===== src/rtl/add_serial_ctrl.sv =====
`default_nettype none
// ============================================================================
// Module      : add_serial_ctrl (with helpers fulladd6, mux)
// Description : Accepts one operand set {a, b, c_in} per frame over a
//               valid/ready handshake. The operands are held in registers that
//               feed a 6-bit ripple adder. The controller then steps a 7:1 mux
//               select from 0 to 6, which streams SUM[0..5] and then C_OUT
//               LSB-first over a 1-bit valid/ready serial port.
//               After the last bit, an optional idle gap of FRAME_GAP cycles
//               runs before a new frame is accepted.
// Ports       : clk, rst_n (async, active low)
//               start_valid/start_ready, a[5:0], b[5:0], c_in : operand input
//               abort                                        : cancel frame
//               ser_valid/ser_ready, ser_data, ser_last       : serial output
//               sel_q[2:0]                                    : current select
//               frame_cnt[7:0]                                : completed frames
// Revision    : 1.0 - initial release
// ============================================================================

// ----------------------------------------------------------------------------
// fulladd6 : 6-bit ripple-carry adder
//   a, b  : addends      c_in : carry in
//   sum   : 6-bit sum    c_out: carry out
// ----------------------------------------------------------------------------
module fulladd6 (
  input  logic [5:0] a,
  input  logic [5:0] b,
  input  logic       c_in,
  output logic [5:0] sum,
  output logic       c_out
);

  logic [6:0] w_carry;

  assign w_carry[0] = c_in;

  for (genvar i = 0; i < 6; i++) begin : g_bit
    assign sum[i]       = a[i] ^ b[i] ^ w_carry[i];
    assign w_carry[i+1] = (a[i] & b[i]) | (w_carry[i] & (a[i] ^ b[i]));
  end

  assign c_out = w_carry[6];

endmodule

// ----------------------------------------------------------------------------
// mux : 7:1 single-bit multiplexer
//   d   : data inputs    sel : select (7 is unused and yields 0)
//   y   : selected bit
// ----------------------------------------------------------------------------
module mux (
  input  logic [6:0] d,
  input  logic [2:0] sel,
  output logic       y
);

  always_comb begin
    y = 1'b0;
    case (sel)
      3'd0:    y = d[0];
      3'd1:    y = d[1];
      3'd2:    y = d[2];
      3'd3:    y = d[3];
      3'd4:    y = d[4];
      3'd5:    y = d[5];
      3'd6:    y = d[6];
      default: y = 1'b0;
    endcase
  end

endmodule

// ----------------------------------------------------------------------------
// add_serial_ctrl : frame sequencer (see file header)
// ----------------------------------------------------------------------------
module add_serial_ctrl #(
  parameter int unsigned FRAME_GAP = 0
) (
  input  logic       clk,
  input  logic       rst_n,
  input  logic       start_valid,
  output logic       start_ready,
  input  logic [5:0] a,
  input  logic [5:0] b,
  input  logic       c_in,
  input  logic       abort,
  output logic       ser_valid,
  input  logic       ser_ready,
  output logic       ser_data,
  output logic       ser_last,
  output logic [2:0] sel_q,
  output logic [7:0] frame_cnt
);

  localparam bit         c_has_gap  = (FRAME_GAP != 0);
  // gap_cnt counts FRAME_GAP-1 down to 0, so GAP lasts exactly FRAME_GAP cycles
  localparam logic [3:0] c_gap_load = c_has_gap ? 4'(FRAME_GAP - 1) : 4'd0;
  localparam logic [2:0] c_last_sel = 3'd6;

  typedef enum logic [1:0] {
    ST_IDLE  = 2'd0,
    ST_SHIFT = 2'd1,
    ST_GAP   = 2'd2
  } state_t;

  state_t     r_state;
  state_t     w_state_nxt;

  logic [5:0] r_a;
  logic [5:0] r_b;
  logic       r_c_in;
  logic [2:0] r_sel;
  logic [3:0] r_gap_cnt;
  logic [7:0] r_frame_cnt;

  logic [5:0] w_sum;
  logic       w_c_out;
  logic       w_is_last;

  // --------------------------------------------------------------------------
  // Datapath: adder on registered operands, bit picked by the mux
  // --------------------------------------------------------------------------
  fulladd6 u_add (
    .a     (r_a),
    .b     (r_b),
    .c_in  (r_c_in),
    .sum   (w_sum),
    .c_out (w_c_out)
  );

  // ser_data is purely combinational from held operands and select, so it is
  // stable for as long as the sink holds ser_ready low.
  mux u_mux (
    .d   ({w_c_out, w_sum}),
    .sel (r_sel),
    .y   (ser_data)
  );

  assign w_is_last = (r_sel == c_last_sel);

  // --------------------------------------------------------------------------
  // FSM state register
  // --------------------------------------------------------------------------
  always_ff @(posedge clk or negedge rst_n) begin
    if (!rst_n) begin
      r_state <= ST_IDLE;
    end else begin
      r_state <= w_state_nxt;
    end
  end

  // --------------------------------------------------------------------------
  // FSM next-state logic; abort outranks the serial handshake
  // --------------------------------------------------------------------------
  always_comb begin
    w_state_nxt = r_state;
    case (r_state)
      ST_IDLE: begin
        // abort is ignored here: a coincident start is still accepted
        if (start_valid) begin
          w_state_nxt = ST_SHIFT;
        end
      end
      ST_SHIFT: begin
        if (abort) begin
          w_state_nxt = ST_IDLE;
        end else if (ser_ready && w_is_last) begin
          if (c_has_gap) begin
            w_state_nxt = ST_GAP;
          end else begin
            w_state_nxt = ST_IDLE;
          end
        end
      end
      ST_GAP: begin
        if (abort || (r_gap_cnt == 4'd0)) begin
          w_state_nxt = ST_IDLE;
        end
      end
      default: w_state_nxt = ST_IDLE;
    endcase
  end

  // --------------------------------------------------------------------------
  // Operand, select, gap and frame counters
  // --------------------------------------------------------------------------
  always_ff @(posedge clk or negedge rst_n) begin
    if (!rst_n) begin
      r_a         <= 6'd0;
      r_b         <= 6'd0;
      r_c_in      <= 1'b0;
      r_sel       <= 3'd0;
      r_gap_cnt   <= 4'd0;
      r_frame_cnt <= 8'd0;
    end else begin
      case (r_state)
        ST_IDLE: begin
          if (start_valid) begin
            r_a    <= a;
            r_b    <= b;
            r_c_in <= c_in;
            r_sel  <= 3'd0;
          end
        end
        ST_SHIFT: begin
          // operands are kept on abort; only the select rewinds
          if (abort) begin
            r_sel <= 3'd0;
          end else if (ser_ready) begin
            if (w_is_last) begin
              r_sel       <= 3'd0;
              r_frame_cnt <= r_frame_cnt + 8'd1;
              r_gap_cnt   <= c_gap_load;
            end else begin
              r_sel <= r_sel + 3'd1;
            end
          end
        end
        ST_GAP: begin
          if (abort) begin
            r_gap_cnt <= 4'd0;
          end else if (r_gap_cnt != 4'd0) begin
            r_gap_cnt <= r_gap_cnt - 4'd1;
          end
        end
        default: begin
          r_sel <= 3'd0;
        end
      endcase
    end
  end

  // --------------------------------------------------------------------------
  // Outputs
  // --------------------------------------------------------------------------
  assign start_ready = (r_state == ST_IDLE);
  assign ser_valid   = (r_state == ST_SHIFT);
  assign ser_last    = (r_state == ST_SHIFT) && w_is_last;
  assign sel_q       = r_sel;
  assign frame_cnt   = r_frame_cnt;

endmodule
`default_nettype wire

===== config.mk =====
export PLATFORM = sky130hd
export DESIGN_NAME = add_serial_ctrl
export DESIGN_NICKNAME = d
export VERILOG_FILES = /design/src/rtl/add_serial_ctrl.sv
export SDC_FILE = /design/constraint.sdc
export NUM_CORES = 1
export LEC_CHECK = 0
export ABC_AREA = 1
export BUFFER_PORTS_ARGS = -buffer_cell sky130_fd_sc_hd__buf_2
export CAP_MARGIN = 20
export CORE_ASPECT_RATIO = 0.6
export CORE_UTILIZATION = 47
export CTS_CLUSTER_DIAMETER = 60
export DETAILED_ROUTE_END_ITERATION = 10
export PLACE_DENSITY = 0.71
export SETUP_SLACK_MARGIN = 0.5
export SYNTH_ARGS = -nofsm -noshare
export SYNTH_HDL_FRONTEND = slang
export SYNTH_SLANG_ARGS = --single-unit

===== constraint.sdc =====
create_clock -name clk -period 2.9 [get_ports clk]
set_input_delay 0.29 -clock clk [delete_from_list [all_inputs] [get_ports clk]]
set_output_delay 0.29 -clock clk [all_outputs]
set_load 0.005 [all_outputs]

* After elaboration in Yosys (flattened, before gate mapping)
Index checks and enable logic that the tools add are counted.
Widths: inputs -> output; s select.
** Word-level totals
- Register bits after elaboration :: 30
- Input bits :: 18
- Output and inout bits :: 15
- Logic and storage cells :: 88
** Cells by class
- $add $sub $neg :: 3
- Equal/unequal tests :: 16
- Muxes and demuxes :: 17
- Bitwise logic cells :: 32
- Reductions and logical operators :: 13
** Operator list (number)
- $mux 4 :: 5
- $and 1x1->1 :: 12
- $mux 3 :: 4
- $xor 1x1->1 :: 12
- $eq 3x3->1 const B :: 3
- $pmux 3 s3 :: 1
- $add 8x1->8 const B :: 1
- $mux 2 :: 4
- $pmux 4 s2 :: 1
- $pmux 1 s7 :: 1
- $eq 3x2->1 const B :: 2
- $ne 2x2->1 const B :: 3
- $ne 3x2->1 const B :: 2
- $or 1x1->1 :: 6
- $pmux 2 s3 :: 1
- $reduce_and 3->1 :: 2
- $reduce_and 5->1 :: 1
- $logic_not 4->1 :: 1
- $ne 2x1->1 const B :: 2
- $reduce_and 4->1 :: 1
- $reduce_bool 4->1 :: 1
- $sub 4x1->4 const B :: 1
- $add 3x1->3 const B :: 1
- $eq 3x1->1 const B :: 1
- other kinds (10) :: 12

* Logic depth before layout (Yosys ltp)
- Word-level depth :: 14
- Gate-level depth with buffers :: 15
- Gate-level depth less buffers :: 15

* Hierarchy
From an unflattened synthesis, not the netlist that was laid out.
** Second synthesis, totals
- Cells, all modules :: 150
- Area, all modules :: 1426.4 µm²
** By module, submodules not included
- add_serial_ctrl :: times used 1, cells each 117, area each 1188.6 µm², sequential area each 625.6 µm²
- fulladd6 :: times used 1, cells each 16, area each 157.7 µm², sequential area each 0.0 µm²
- mux :: times used 1, cells each 17, area each 80.1 µm², sequential area each 0.0 µm²

* Worst setup path before layout
Ideal clock, no wire load.
- Path kind :: register to output
- Start :: reg r_a[0]
- End :: out ser_data
- Arrival time :: 2995 ps
- Required time :: 2610 ps
- Path slack :: -385 ps
- Cell stages (with the launch flop) :: 16
- Buffers on the path :: 0
- Path through :: dfrtp_1 -> inv_1 -> fa_1 -> fa_1 -> fa_1 -> fa_1 -> inv_1 -> fa_1 -> inv_1 -> fa_1 -> nand3b_1 -> nand2_1 -> nand2_1 -> nand2_1 -> nor2_1 -> nor2_1
** Between the ends
- Longest elaborated chain between the ends :: 14
- Elaborated cells on any way between the ends :: 21
- Those cells by class :: mux: 1; bitwise: 20
** Ends and longest elaborated chain
- start, declared :: line 109 : logic [5:0] r_a;
- start signal, assigned :: line 189 : r_a <= 6'd0;
- start signal, assigned :: line 199 : r_a <= a;
- $xor 1x1->1 :: line 38, 39
- $and 1x1->1 :: line 39 : assign w_carry[i+1] = (a[i] & b[i]) | (w_carry[i] & (a[i] ^ b[i]));
- $or 1x1->1 :: line 39
- $and 1x1->1 :: line 39
- $or 1x1->1 :: line 39
- $and 1x1->1 :: line 39
- $or 1x1->1 :: line 39
- $and 1x1->1 :: line 39
- $or 1x1->1 :: line 39
- $and 1x1->1 :: line 39
- $or 1x1->1 :: line 39
- $and 1x1->1 :: line 39
- $or 1x1->1 :: line 39
- $pmux 1 s7 (*) :: line 59 : case (sel)
- end, declared :: line 89 : output logic ser_data,
Mark *: on every way between the ends. The rest lies on a longest branch, timed or not.

* Final worst setup path
Same ends and word-level chain as after synthesis.

==> results.json <==
{
  "setup.worst_path.class": "reg2out",
  "global_route.overflow_total": 0,
  "die_w_um": 71.1,
  "rr_worst_depth": 3,
  "relSlewSlack_pct": 63.3,
  "rsz0062_at_grt": "yes",
  "failing_checks": "negative setup slack",
  "post-layout-total-power_uw": 919,
  "area_used_by_sequential_logic_in_the_layout_um2": 626,
  "clock_latency_ns": 0.26,
  "cts_tree": "yes",
  "std_cell_rows": 14,
  "final_cell_mix": "32 x buf_2, 26 x nand2_1, 25 x inv_1, 25 x dfrtp_1, 18 x nor2_1",
  "ys_types": 23,
  "drt_wl_total_mm": 2.58,
  "post-route-worst-setup-slack_ns": -0.716,
  "finalNetCount": 215,
  "crit_path_required_time_ns": 2.61,
  "detail_route.first_pass.iterations": 6,
  "synth_cells": 151,
  "layout_cell_share_with_drive_strength_beyond_1_pct": 29.8,
  "drtAntennaViolNets": 0,
  "fin_crit_ns": 3.62,
  "inserted_clock_buffers": 3,
  "layoutNonFillerInstCount": 220,
  "post_drt_wl_per_cell_um": 11.7,
  "place_hpwl_mm": 2.07,
  "floorplan.initialDensity_pct": 51.6,
  "place.gp.congestion": 0.820,
  "arrival_time_at_the_worst_endpoint_ns": 3.33,
  "antenna_cells_inserted": 0,
  "synth-warning-count": 0,
  "worst_setup_skew_after_layout_ns": 0.00147,
  "initialDrtViolationCount": 77,
  "post-route-period-util_pct": 125,
  "place_inst": 216,
  "cts_root_buf": "clkbuf_8",
  "cts_hold_buffers": 0,
  "syn_avg_cell_area_um2": 8.92,
  "numPortBuffers": 32,
  "maxCapViolations": 0,
  "antenna_found_initial": 0,
  "synth_seq_area_share_pct": 46.5,
  "powerDensity_mw_per_mm2": 568,
  "count_of_unresolved_drc_violations_after_routing": 0,
  "regToRegSetupSlack_ns": 1.54,
  "first_global_vias": 982,
  "cp-end-kind": "primary output",
  "post_synthesis_sequential_element_count": 25,
  "synth_top_area_cell": "dfrtp_1",
  "mappedNetlistArea_mm2": 0.00135,
  "timing.rr.start": "r_state[0]",
  "r2r_end": "r_a[4]",
  "cts_setup_buffers": 0,
  "vias": 1066,
  "grt_util_all_layers_pct": 19.0,
  "fp.dieArea_mm2": 0.00309,
  "cts-root-to-sink-buffers": 2,
  "multi_input_area_um2": 611,
  "startpoint_type": "flip-flop",
  "p_leak_nw": 0.879,
  "cts_sinks": 25,
  "wire_length_of_the_first_global_routing_pass_mm": 4.35,
  "synth.top_cells.by_area": "dfrtp_1 46%, fa_1 8.9%, inv_1 7.8%",
  "nFillCells": 222,
  "total_nets_after_synthesis": 177,
  "timing.critical_path.fanout_max": 2,
  "holdCritPathClass": "in2async",
  "peak_freq_mhz": 277,
  "final_common_cell": "buf_2",
  "synth_top_area_share_pct": 46.5,
  "grt_max_degree": 28,
  "die_y_um": 43.5,
  "setup_violations": 1,
  "core_area_mm2": 0.00261,
  "cts.clk_slew.worst_paths_ns": 0.08,
  "finalHoldViolations": 0,
  "vdd_ir_drop_max_mv": 0.286,
  "final-max-slew-violation-count": 0,
  "vias_per_cell": 4.85,
  "io_pins": 33,
  "ctsHtreeMaxLevel": 1,
  "run_status": "finished with violations",
  "area_growth_pct": 20.2,
  "worst_pin_slew_ns": 0.550
}
[routing by layer]
metal  wire length (um)  up-vias  track usage (%)  share of wire [%]
li1                   -      540                -                  -
met1               1300      498             26.7                 50
met2               1160       26             29.8                 45
met3                110        2             5.12                4.3
met4                  9        0             4.80               0.35
met5                  0        -                0                  0
[sequential cells by signal (all words and copies together), names as in the netlist]
name	cells
frame_cnt	8
r_a	6
r_b	6
r_c_in	1
r_state	1
sel_q	3
[power by group]
part | total (mW) | internal [mW] | switching (mW)
Clock | 0.202 | 0.0959 | 0.106
Sequential | 0.424 | 0.393 | 0.0305
Combinational | 0.293 | 0.130 | 0.163
Total | 0.919 | 0.619 | 0.300
[Yosys cell counts]
cell type and n:
nor2_2 1, xnor2_1 2, nand2_2 2, inv_1 28, nand3b_1 1, buf_2 2
inv_2 2, nand2_1 26, nand3_4 1, ha_1 2, o22ai_1 1, nand4_1 4
nor3_1 3, dfrtp_1 25, mux2_2 2, fa_1 6, xor2_1 4, o31ai_1 1
o21ai_0 3, nor2_1 18, a21oi_1 12, nand3_1 4, nor2_8 1
[worst max path at each step]
stage / startpoint / end / slack [ns] / cells past startpoint
2_1_floorplan: r_a[0] / ser_data / -0.27 / 15
3_3_place_gp: r_a[0] / ser_data / -0.41 / 16
3_5_place_dp: r_a[0] / ser_data / -0.46 / 16
4_1_cts: r_a[0] / ser_data / -0.75 / 16
5_1_grt: r_a[0] / ser_data / -0.85 / 16
6_report: r_a[0] / ser_data / -0.72 / 16
[what timing repair did]
item	CTS	global route
endpoints found under the setup margin	1	1
resized for setup	1	4
pin swaps	0	1
[cell type report]
type | instances | area share (%)
repair buffers | 35 | 11.3
clock buffers | 3 | 2.55
multi-input cells | 94 | 37.7
well taps | 32 | 2.47
inverters | 30 | 6.96
flip-flops and latches | 25 | 38.7
clock inverters | 1 | 0.309
[cell families (layout without fill, tap and decap cells)]
family	count (synthesis)	count (layout)	share of synthesized area, %
compound gates	17	17	6.60
xor+xnor	6	6	3.90
fa+ha+maj	8	8	10.8
buf+inv	32	69	9.11
flops	25	25	46.5
mux	2	2	1.67
simple gates	61	61	21.5
[critical path, stage by stage, from the launching register on]
cell	delay [ns]
dfrtp_1	0.35
inv_2	0.05
fa_2	0.38
fa_2	0.34
fa_2	0.34
fa_2	0.34
inv_2	0.06
fa_2	0.18
inv_2	0.04
fa_1	0.41
nand3b_1	0.15
nand2_1	0.08
nand2_1	0.05
nand2_1	0.06
nor2_1	0.04
nor2_1	0.08
buf_2	0.11
[metrics by stage]
step / setup TNS (ns) / area, um2 / util [%] / worst slack, ns / hold WS, ns
floorplan: -0.271 / 1350 / - / -0.271 / -0.00559
global placement: -0.415 / 1570 / 60.0 / -0.415 / 0.308
detailed placement: -0.457 / 1570 / 60.0 / -0.457 / 0.316
CTS: -0.750 / 1610 / 61.8 / -0.750 / 0.0225
global route: -0.847 / 1620 / 62.0 / -0.847 / 0.0414
finish: -0.716 / 1620 / 62.0 / -0.716 / 0.00283
No activity file was read; power rests on OpenSTA's default activity.
